===== src/rtl/axi_lite_uart_tx_master_if.sv =====
// AXI-Lite bundle with 32-bit address and data, seen from the master or the slave side.
interface AXI_LITE;
   logic        aw_valid;
   logic        aw_ready;
   logic [31:0] aw_addr;
   logic [2:0]  aw_prot;
   logic        w_valid;
   logic        w_ready;
   logic [31:0] w_data;
   logic [3:0]  w_strb;
   logic        b_valid;
   logic        b_ready;
   logic [1:0]  b_resp;
   logic        ar_valid;
   logic        ar_ready;
   logic [31:0] ar_addr;
   logic [2:0]  ar_prot;
   logic        r_valid;
   logic        r_ready;
   logic [31:0] r_data;
   logic [1:0]  r_resp;

   modport Master (
      output aw_valid, aw_addr, aw_prot, w_valid, w_data, w_strb, b_ready,
             ar_valid, ar_addr, ar_prot, r_ready,
      input  aw_ready, w_ready, b_valid, b_resp, ar_ready, r_valid, r_data, r_resp
   );

   modport Slave (
      input  aw_valid, aw_addr, aw_prot, w_valid, w_data, w_strb, b_ready,
             ar_valid, ar_addr, ar_prot, r_ready,
      output aw_ready, w_ready, b_valid, b_resp, ar_ready, r_valid, r_data, r_resp
   );
endinterface


===== src/rtl/axi_lite_uart_tx_master.sv =====
// Byte stream -> FIFO -> one AXI-Lite write per byte to the UART transmit-data register.
// Optional UART_TX_POLL_EN: poll the status register until READY_BIT is set before each write.
module axi_lite_uart_tx_master #(
   parameter logic [31:0] BASE_ADDR     = 32'h0000_0000,
   parameter logic [4:0]  TX_OFFSET     = 5'h04,
   parameter logic [4:0]  STATUS_OFFSET = 5'h08,
   parameter int unsigned READY_BIT     = 0,
   parameter int unsigned FIFO_DEPTH    = 8
) (
   input  logic        clk,
   input  logic        rst_n,
   AXI_LITE.Master     axi,
   input  logic        s_valid,
   output logic        s_ready,
   input  logic [7:0]  s_data,
   output logic        busy,
   output logic [15:0] tx_count,
   output logic [7:0]  err_count
);

   localparam int unsigned AW = $clog2(FIFO_DEPTH);
   localparam int unsigned CW = AW + 1;
   localparam logic [31:0] TX_ADDR = BASE_ADDR + 32'(TX_OFFSET);

   typedef enum logic [2:0] {
      IDLE,
      WRITE,
`ifdef UART_TX_POLL_EN
      RESP,
      POLL_AR,
      POLL_R
`else
      RESP
`endif
   } state_t;

   state_t          state;
   logic [7:0]      mem [FIFO_DEPTH];
   logic [AW-1:0]   wr_ptr;
   logic [AW-1:0]   rd_ptr;
   logic [CW-1:0]   count;
   logic [CW-1:0]   count_nxt;
   logic [7:0]      hold;
   logic            aw_valid_q;
   logic            w_valid_q;
   logic            b_ready_q;
   logic            push;
   logic            pop;
   logic            idle_nxt;
   logic            unused_rd;

   assign push      = s_valid & s_ready;
   assign count_nxt = count + CW'(push) - CW'(pop);
   assign idle_nxt  = ((state == IDLE) & (count == '0)) | ((state == RESP) & axi.b_valid);

`ifdef UART_TX_POLL_EN
   localparam logic [31:0] STATUS_ADDR = BASE_ADDR + 32'(STATUS_OFFSET);
   logic ar_valid_q;
   logic r_ready_q;

   // The byte leaves the FIFO only once the transmitter reports it can take it.
   assign pop = (state == POLL_R) & axi.r_valid & axi.r_data[READY_BIT] & (axi.r_resp == 2'b00);

   assign axi.ar_valid = ar_valid_q;
   assign axi.ar_addr  = STATUS_ADDR;
   assign axi.ar_prot  = 3'b000;
   assign axi.r_ready  = r_ready_q;
`else
   assign pop = (state == IDLE) & (count != '0);

   assign axi.ar_valid = 1'b0;
   assign axi.ar_addr  = 32'h0;
   assign axi.ar_prot  = 3'b000;
   assign axi.r_ready  = 1'b0;
`endif

   assign unused_rd = ^{axi.ar_ready, axi.r_valid, axi.r_data, axi.r_resp,
                        STATUS_OFFSET, 32'(READY_BIT)};

   assign axi.aw_valid = aw_valid_q;
   assign axi.aw_addr  = TX_ADDR;
   assign axi.aw_prot  = 3'b000;
   assign axi.w_valid  = w_valid_q;
   assign axi.w_data   = {24'h0, hold};
   assign axi.w_strb   = 4'b0001;
   assign axi.b_ready  = b_ready_q;

   // FIFO storage, no reset needed: occupancy is tracked by count.
   always_ff @(posedge clk) begin
      if (push) mem[wr_ptr] <= s_data;
   end

   always_ff @(posedge clk or negedge rst_n) begin
      if (!rst_n) begin
         state      <= IDLE;
         wr_ptr     <= '0;
         rd_ptr     <= '0;
         count      <= '0;
         hold       <= 8'h00;
         aw_valid_q <= 1'b0;
         w_valid_q  <= 1'b0;
         b_ready_q  <= 1'b0;
         s_ready    <= 1'b0;
         busy       <= 1'b0;
         tx_count   <= 16'h0000;
         err_count  <= 8'h00;
`ifdef UART_TX_POLL_EN
         ar_valid_q <= 1'b0;
         r_ready_q  <= 1'b0;
`endif
      end else begin
         count   <= count_nxt;
         s_ready <= (count_nxt != CW'(FIFO_DEPTH));
         busy    <= ~idle_nxt | (count_nxt != '0);
         if (push) wr_ptr <= wr_ptr + AW'(1);
         if (pop) begin
            rd_ptr <= rd_ptr + AW'(1);
            hold   <= mem[rd_ptr];
         end

         case (state)
            IDLE: begin
               if (count != '0) begin
`ifdef UART_TX_POLL_EN
                  ar_valid_q <= 1'b1;
                  state      <= POLL_AR;
`else
                  aw_valid_q <= 1'b1;
                  w_valid_q  <= 1'b1;
                  state      <= WRITE;
`endif
               end
            end

            // Address and data channels complete independently.
            WRITE: begin
               if (axi.aw_ready) aw_valid_q <= 1'b0;
               if (axi.w_ready)  w_valid_q  <= 1'b0;
               if ((~aw_valid_q | axi.aw_ready) & (~w_valid_q | axi.w_ready)) begin
                  b_ready_q <= 1'b1;
                  state     <= RESP;
               end
            end

            RESP: begin
               if (axi.b_valid) begin
                  b_ready_q <= 1'b0;
                  tx_count  <= tx_count + 16'd1;
                  if ((axi.b_resp != 2'b00) && (err_count != 8'hFF))
                     err_count <= err_count + 8'd1;
                  state <= IDLE;
               end
            end

`ifdef UART_TX_POLL_EN
            POLL_AR: begin
               if (axi.ar_ready) begin
                  ar_valid_q <= 1'b0;
                  r_ready_q  <= 1'b1;
                  state      <= POLL_R;
               end
            end

            POLL_R: begin
               if (axi.r_valid) begin
                  r_ready_q <= 1'b0;
                  if (pop) begin
                     aw_valid_q <= 1'b1;
                     w_valid_q  <= 1'b1;
                     state      <= WRITE;
                  end else begin
                     ar_valid_q <= 1'b1;
                     state      <= POLL_AR;
                     if ((axi.r_resp != 2'b00) && (err_count != 8'hFF))
                        err_count <= err_count + 8'd1;
                  end
               end
            end
`endif

            default: state <= IDLE;
         endcase
      end
   end

endmodule


===== src/flat_wrapper.sv =====
// flat-port wrapper written by rule: the top's interface ports become plain ports
module axi_lite_uart_tx_master_flat 
#(
   parameter logic [31:0] BASE_ADDR     = 32'h0000_0000,
   parameter logic [4:0]  TX_OFFSET     = 5'h04,
   parameter logic [4:0]  STATUS_OFFSET = 5'h08,
   parameter int unsigned READY_BIT     = 0,
   parameter int unsigned FIFO_DEPTH    = 8
)
  (clk, rst_n, s_valid, s_ready, s_data, busy, tx_count, err_count, axi_aw_valid, axi_aw_addr, axi_aw_prot, axi_w_valid, axi_w_data, axi_w_strb, axi_b_ready, axi_ar_valid, axi_ar_addr, axi_ar_prot, axi_r_ready, axi_aw_ready, axi_w_ready, axi_b_valid, axi_b_resp, axi_ar_ready, axi_r_valid, axi_r_data, axi_r_resp);
  AXI_LITE axi_i ();
  input  logic clk;
  input  logic rst_n;
  input  logic s_valid;
  output logic s_ready;
  input  logic [7:0] s_data;
  output logic busy;
  output logic [15:0] tx_count;
  output logic [7:0] err_count;
  output wire logic [$bits(axi_i.aw_valid)-1:0] axi_aw_valid;
  output wire logic [$bits(axi_i.aw_addr)-1:0] axi_aw_addr;
  output wire logic [$bits(axi_i.aw_prot)-1:0] axi_aw_prot;
  output wire logic [$bits(axi_i.w_valid)-1:0] axi_w_valid;
  output wire logic [$bits(axi_i.w_data)-1:0] axi_w_data;
  output wire logic [$bits(axi_i.w_strb)-1:0] axi_w_strb;
  output wire logic [$bits(axi_i.b_ready)-1:0] axi_b_ready;
  output wire logic [$bits(axi_i.ar_valid)-1:0] axi_ar_valid;
  output wire logic [$bits(axi_i.ar_addr)-1:0] axi_ar_addr;
  output wire logic [$bits(axi_i.ar_prot)-1:0] axi_ar_prot;
  output wire logic [$bits(axi_i.r_ready)-1:0] axi_r_ready;
  input wire logic [$bits(axi_i.aw_ready)-1:0] axi_aw_ready;
  input wire logic [$bits(axi_i.w_ready)-1:0] axi_w_ready;
  input wire logic [$bits(axi_i.b_valid)-1:0] axi_b_valid;
  input wire logic [$bits(axi_i.b_resp)-1:0] axi_b_resp;
  input wire logic [$bits(axi_i.ar_ready)-1:0] axi_ar_ready;
  input wire logic [$bits(axi_i.r_valid)-1:0] axi_r_valid;
  input wire logic [$bits(axi_i.r_data)-1:0] axi_r_data;
  input wire logic [$bits(axi_i.r_resp)-1:0] axi_r_resp;
  assign axi_aw_valid = axi_i.aw_valid;
  assign axi_aw_addr = axi_i.aw_addr;
  assign axi_aw_prot = axi_i.aw_prot;
  assign axi_w_valid = axi_i.w_valid;
  assign axi_w_data = axi_i.w_data;
  assign axi_w_strb = axi_i.w_strb;
  assign axi_b_ready = axi_i.b_ready;
  assign axi_ar_valid = axi_i.ar_valid;
  assign axi_ar_addr = axi_i.ar_addr;
  assign axi_ar_prot = axi_i.ar_prot;
  assign axi_r_ready = axi_i.r_ready;
  assign axi_i.aw_ready = axi_aw_ready;
  assign axi_i.w_ready = axi_w_ready;
  assign axi_i.b_valid = axi_b_valid;
  assign axi_i.b_resp = axi_b_resp;
  assign axi_i.ar_ready = axi_ar_ready;
  assign axi_i.r_valid = axi_r_valid;
  assign axi_i.r_data = axi_r_data;
  assign axi_i.r_resp = axi_r_resp;
  axi_lite_uart_tx_master #(.BASE_ADDR(BASE_ADDR), .TX_OFFSET(TX_OFFSET), .STATUS_OFFSET(STATUS_OFFSET), .READY_BIT(READY_BIT), .FIFO_DEPTH(FIFO_DEPTH)) u_core (.clk(clk), .rst_n(rst_n), .axi(axi_i), .s_valid(s_valid), .s_ready(s_ready), .s_data(s_data), .busy(busy), .tx_count(tx_count), .err_count(err_count));
endmodule

===== config.mk =====
export PLATFORM = sky130hd
export DESIGN_NAME = axi_lite_uart_tx_master_flat
export DESIGN_NICKNAME = d
export VERILOG_FILES = /design/src/rtl/axi_lite_uart_tx_master_if.sv /design/src/rtl/axi_lite_uart_tx_master.sv /design/src/flat_wrapper.sv
export SDC_FILE = /design/constraint.sdc
export NUM_CORES = 1
export LEC_CHECK = 0
export ABC_CLOCK_PERIOD_IN_PS = 3810
export CAP_MARGIN = 20
export CORE_ASPECT_RATIO = 0.75
export CORE_MARGIN = 3
export CORE_UTILIZATION = 47
export CTS_BUF_LIST = sky130_fd_sc_hd__clkbuf_8
export DETAILED_ROUTE_END_ITERATION = 7
export HOLD_SLACK_MARGIN = 0.1
export PLACE_DENSITY_LB_ADDON = 0.12
export SYNTH_ARGS = -nofsm -noshare
export SYNTH_HDL_FRONTEND = slang
export SYNTH_SLANG_ARGS = --single-unit

===== constraint.sdc =====
create_clock -name clk -period 3.81 [get_ports clk]
set_input_delay 0.762 -clock clk [delete_from_list [all_inputs] [get_ports clk]]
set_output_delay 0.762 -clock clk [all_outputs]
set_load 0.05 [all_outputs]

======== Yosys cells after proc, flatten, opt, wreduce, memory -nomap -nowiden ========
Memory sizes are Yosys's and may differ from the RTL's. A register that Yosys moved wholly into a read port is not among the register bits.
Index checks and enable logic that the tools add are counted.
word-level totals
  flip-flop bits (word level) ............. 42
  memory bits (writable) .................. 64
  input port bits ......................... 52
  output and inout port bits .............. 137
  logic and storage cells ................. 68
  memories kept ........................... 1
operators by class
  $add $sub $neg .......................... 6
  equal/unequal tests ..................... 9
  muxes and demuxes ....................... 14
  bitwise logic cells ..................... 12
  reductions and logical operators ........ 15
memory list
  name        words  bits a word  rd ports  clocked after Yosys merged registers in  wr ports  RTL line                       text
  u_core.mem  8      8            1         1                                        1         axi_lite_uart_tx_master.sv:38  logic [7:0] mem [FIFO_DEPTH];
operator list
  kind                     number
  $add A16 B1 Y16 const B  1
  $reduce_and A3 Y1        5
  $mux W3                  3
  $pmux W3 S3              1
  $add A8 B1 Y8 const B    1
  $ne A2 B2 Y1 const B     4
  $ne A8 B8 Y1 const B     1
  $reduce_bool A4 Y1       2
  $mux W1                  7
  $add A3 B1 Y3 const B    2
  $pmux W1 S2              3
  $reduce_bool A2 Y1       3
  $and A1 B1 Y1            5
  $add A4 B1 Y4            1
  $logic_not A4 Y1         1
  $ne A4 B4 Y1 const B     1
  $or A1 B1 Y1             4
  $sub A4 B1 Y4            1
  $eq A3 B1 Y1 const B     1
  $eq A3 B2 Y1 const B     1
  $logic_not A3 Y1         1
  $not A1 Y1               3
  $ne A2 B1 Y1 const B     1
  $reduce_and A2 Y1        1
  other kinds (2)          2

======== Longest topological paths before layout ========
  word-level depth ........................ 5
  mapped depth ............................ 14
  gate-level depth less buffers ........... 13

======== Worst setup path before layout ========
Ideal clock, no wire load.
  kind .................................... register to register
  start ................................... reg u_core.count[2]
  end ..................................... reg u_core.busy
  setup time .............................. 0.138 ns
  arrival time ............................ 2.522 ns
  required time ........................... 3.672 ns
  path slack .............................. 1.150 ns
  cell stages (with the launch flop) ...... 15
  path buffers ............................ 1
  period minus slack after synthesis ...... 2.660 ns
  cell sequence ........................... dfrtp_1 -> inv_1 -> ha_1 -> nor3b_1 -> or3_1 -> buf_2 -> inv_1 -> ha_1 -> inv_1 -> ha_1 -> inv_1 -> fa_1 -> inv_1 -> nor3_1 -> nand4b_1
on the way
  word-level cells in the longest chain between the ends .. 5
  elaborated cells on any way between the ends .. 10
  those cells by class .................... add/sub (2); bitwise (5); reduce/logical (3)
ends and longest elaborated chain
  what                     RTL line                        text
  start, declared          axi_lite_uart_tx_master.sv:41   logic [CW-1:0] count;
  start signal, assigned   axi_lite_uart_tx_master.sv:112  count <= count_nxt;
  $reduce_bool A4 Y1       axi_lite_uart_tx_master.sv:69   assign pop = (state == IDLE) & (count != '0);
  $and A1 B1 Y1            axi_lite_uart_tx_master.sv:69
  via u_core.pop           axi_lite_uart_tx_master.sv:48   logic pop;
  $sub A4 B1 Y4            axi_lite_uart_tx_master.sv:53   assign count_nxt = count + CW'(push) - CW'(pop);
  via u_core.count_nxt[1]  axi_lite_uart_tx_master.sv:42   logic [CW-1:0] count_nxt;
  $reduce_bool A4 Y1       axi_lite_uart_tx_master.sv:114  busy <= ~idle_nxt | (count_nxt != '0);
  $or A1 B1 Y1             axi_lite_uart_tx_master.sv:114
  end signal, assigned     axi_lite_uart_tx_master.sv:114
  end, declared            axi_lite_uart_tx_master.sv:16   output logic busy,
The timed path passes the listed nets, and every way through them passes these cells.
A chain may end at the register's enable or synchronous reset.

======== Worst setup path in the final report ========
Same ends and word-level chain as after synthesis.

==> flow_summary.yaml <==
critical_path:
  timing.critical_path.slowest_cell_delay_ns: 0.47
  critical_path_fanouts_max: 4
  reg2reg_depth: 13
  cp-startpoint: "u_core.count[2]"
  endpoint_kind: "flop"
  worstPathCellList: "inv_1 > ha_1 > nor3b_1 > or3_1 > inv_1 > ha_1 > inv_1 > ha_1 > inv_1 > fa_1 > inv_1 > nor3_1 > nand4b_1"
  worstSetupStartpointType: "flop"
  r2r-start: "u_core.count[2]"
  cpMostUsedCell: "sky130_fd_sc_hd__inv_1"
  worst_path_max_delay_cell: "sky130_fd_sc_hd__fa_1"
  timing.critical_path.arrival_ns: 3.15
  criticalPathCategory: "reg2reg"
  regToRegSetupSlack_ns: 0.96
  crit_required_ns: 4.10
  worstReg2RegEnd: "u_core.busy"
floorplan:
  initial_core_util_pct: 49.0
  fp.dieH_microns: 99.2
  die_w_microns: 130
  io_pins: 189
  die_area_sq_um: 12900
  core.rowCount: 33
  placeableCoreArea_sq_um: 11100
detailed_routing:
  drc_errors: 0
  remaining_antenna_violation_count_after_routing: 0
  viasPerCell: 4.60
  routedWlPerCell_microns: 14.6
  total_detailed_routing_wirelength_microns: 9180
  drt_pass1_iterations: 6
  routed-via-count: 2892
  detailedRoute.firstIterationViolations: 194
sta:
  hold_slack_ns: 0.313
  min_period_over_period_pct: 74.9
  skew_ns: 0.00817
  setup_repair_after_global_routing_missed_its_margin: "no"
  timing.final.crit_period_ns: 2.85
  setup_viol: 0
  max_slew_margin_pct: 38.5
  max_clock_freq_mhz: 350
  slew_violations: 0
  finalHoldViolCount: 0
  setup_total_negative_slack_ns: 0
  worst-slew-pin-transition_ns: 0.923
clocking:
  insertion_delay_ns: 0.42
  cts-buffers-inserted: 17
  cts.hold.buffers_added: 0
  htree_num_levels: 4
  number_of_clock_sinks: 113
  clk_root_buffer_cell: "sky130_fd_sc_hd__clkbuf_8"
  clkSlewWorstSetupHoldPaths_ns: 0.07
  clock_tree_from_tritoncts: "yes"
  post_cts.resized_instances: 0
  cts.path.max_buffers: 2
  postcts_setup_bufs: 0
logic_synthesis:
  synthesis.area_sq_um: 5440
  ys_seq_elements: 113
  yosysWarningCount: 0
  synth.yosys.seq_area_share_pct: 57.9
  synth-edff-count: 64
  synth-async-reset-ratio_pct: 43.4
  synthDistinctLibCells: 42
  syn-instance-count: 410
  postSynth.topFlopCell: "sky130_fd_sc_hd__edfxtp_1"
  syn_area_per_cell_sq_um: 13.3
power:
  p_leak_uw: 0.00256
  p_per_area_nw_per_um2: 776
  worst_vdd_ir_v: 0.000340
layout:
  p_r_area_growth_vs_syn_pct: 12.6
  number_of_nets_in_the_layout: 538
  antenna_cells: 0
  final_layout_size_suffix_gt1_share_pct: 13.3
  filler_cell_count: 904
  finalInstanceArea_sq_um: 6130
  final_cell_mix: "sky130_fd_sc_hd__conb_1 (100), sky130_fd_sc_hd__edfxtp_1 (64), sky130_fd_sc_hd__clkdlybuf4s50_1 (51)"
  mostFrequentLayoutCell: "sky130_fd_sc_hd__conb_1"
placed_design:
  final_gp_congestion: 0.720
  dp.final_hpwl_microns: 6520
  dpl_cell_area_sq_um: 5720
  port_buffers: 52
run_status:
  outcome: "finished, final reports clean"
grt:
  grt_pass1_vias: 2716
  maximum_number_of_pins_on_one_net_before_global_route_repair: 30
  total_congestion_overflow: 0
  antenna_found_initial: 0
  track_usage_pct: 14.9
  first_pass_grt_wire_length_microns: 14200
hold_path:
  worst_min_delay_path_category: "in2async"
flow_run:
  timing.max_cap.violations: 0
[worst max-delay path, delay by kind of cell, from the launching register on]
family / cells / cell delay [ns]
buffers and inverters: 5 / 0.33
DFF: 1 / 0.36
adders and majority gates: 4 / 1.06
and+or+nand+nor: 4 / 0.97
[per-stage QoR]
step                      utilization (%)  std cells  worst slack, ns  total power [uW]
after floorplan                         -        508             1.15              3260
after global placement               51.5        597            0.954              3640
after detailed placement             51.5        597            0.945              3680
after CTS                            55.2        629            0.915              4820
after global routing                 55.2        629            0.677              5040
final                                55.2        629            0.956              4760
[metal layers]
| metal | GRT usage, % | wire length (microns) | vias to the layer above |
|---|---|---|---|
| li1 | - | - | 1368 |
| met1 | 20.7 | 4290 | 1375 |
| met2 | 21.9 | 4040 | 143 |
| met3 | 5.58 | 795 | 6 |
| met4 | 4.55 | 57 | 0 |
| met5 | 0 | 0 | - |
[final cells by class]
cell class	instances	area, sq um	area share, %
multi-input cells	271	1790	29.2
well taps	140	175	2.86
inverters	16	60.1	0.980
flip-flops and latches	113	3150	51.4
clock buffers	17	234	3.82
clock inverters	15	168	2.74
repair buffers	57	553	9.03
[flip-flops by register name, indices dropped and copies added, names as in the netlist, 2 cells and up]
signal,cells
u_core.count,4
u_core.err_count,8
u_core.hold,8
u_core.mem,64
u_core.rd_ptr,3
u_core.state,2
u_core.tx_count,16
u_core.wr_ptr,3
[synth_stat cells (5+ instances only)]
cell / number / area share, %
sky130_fd_sc_hd__mux2i_1: 8 / 1.5
sky130_fd_sc_hd__a21oi_1: 6 / 0.55
sky130_fd_sc_hd__mux2_2: 5 / 1.0
sky130_fd_sc_hd__dfrtp_1: 49 / 23
sky130_fd_sc_hd__mux4_2: 16 / 6.6
sky130_fd_sc_hd__inv_1: 16 / 1.1
sky130_fd_sc_hd__xor2_1: 7 / 1.1
sky130_fd_sc_hd__nand3_1: 6 / 0.55
sky130_fd_sc_hd__xnor2_1: 17 / 2.7
sky130_fd_sc_hd__o21ai_0: 11 / 1.0
sky130_fd_sc_hd__buf_4: 101 / 14
sky130_fd_sc_hd__nor2_1: 17 / 1.2
sky130_fd_sc_hd__edfxtp_1: 64 / 35
sky130_fd_sc_hd__ha_1: 9 / 2.1
sky130_fd_sc_hd__nand2_1: 33 / 2.3
[power breakdown]
group          total [uW]  internal [uW]  switching, uW
registers            1860           1570            288
logic                1760            662           1100
clock network        1130            641            494
total                4760           2870           1880
[worst max path at each step]
stage                   to  cells past startpoint
5_1_grt        u_core.busy                     13
6_report       u_core.busy                     13
2_1_floorplan  u_core.busy                     14
3_5_place_dp   u_core.busy                     13
3_3_place_gp   u_core.busy                     13
4_1_cts        u_core.busy                     13
[logic make-up after synthesis]
family	after synthesis	synth area share [%]
other	2	0.138
and+or+nand+nor	85	8.17
adders and majority gates	10	2.44
AOI/OAI and AO/OA	23	2.37
DFF	113	57.9
buffers and inverters	124	16.0
muxes	29	9.13
xor gates and xnor gates	24	3.86
(Power assumes the default switching activity.)
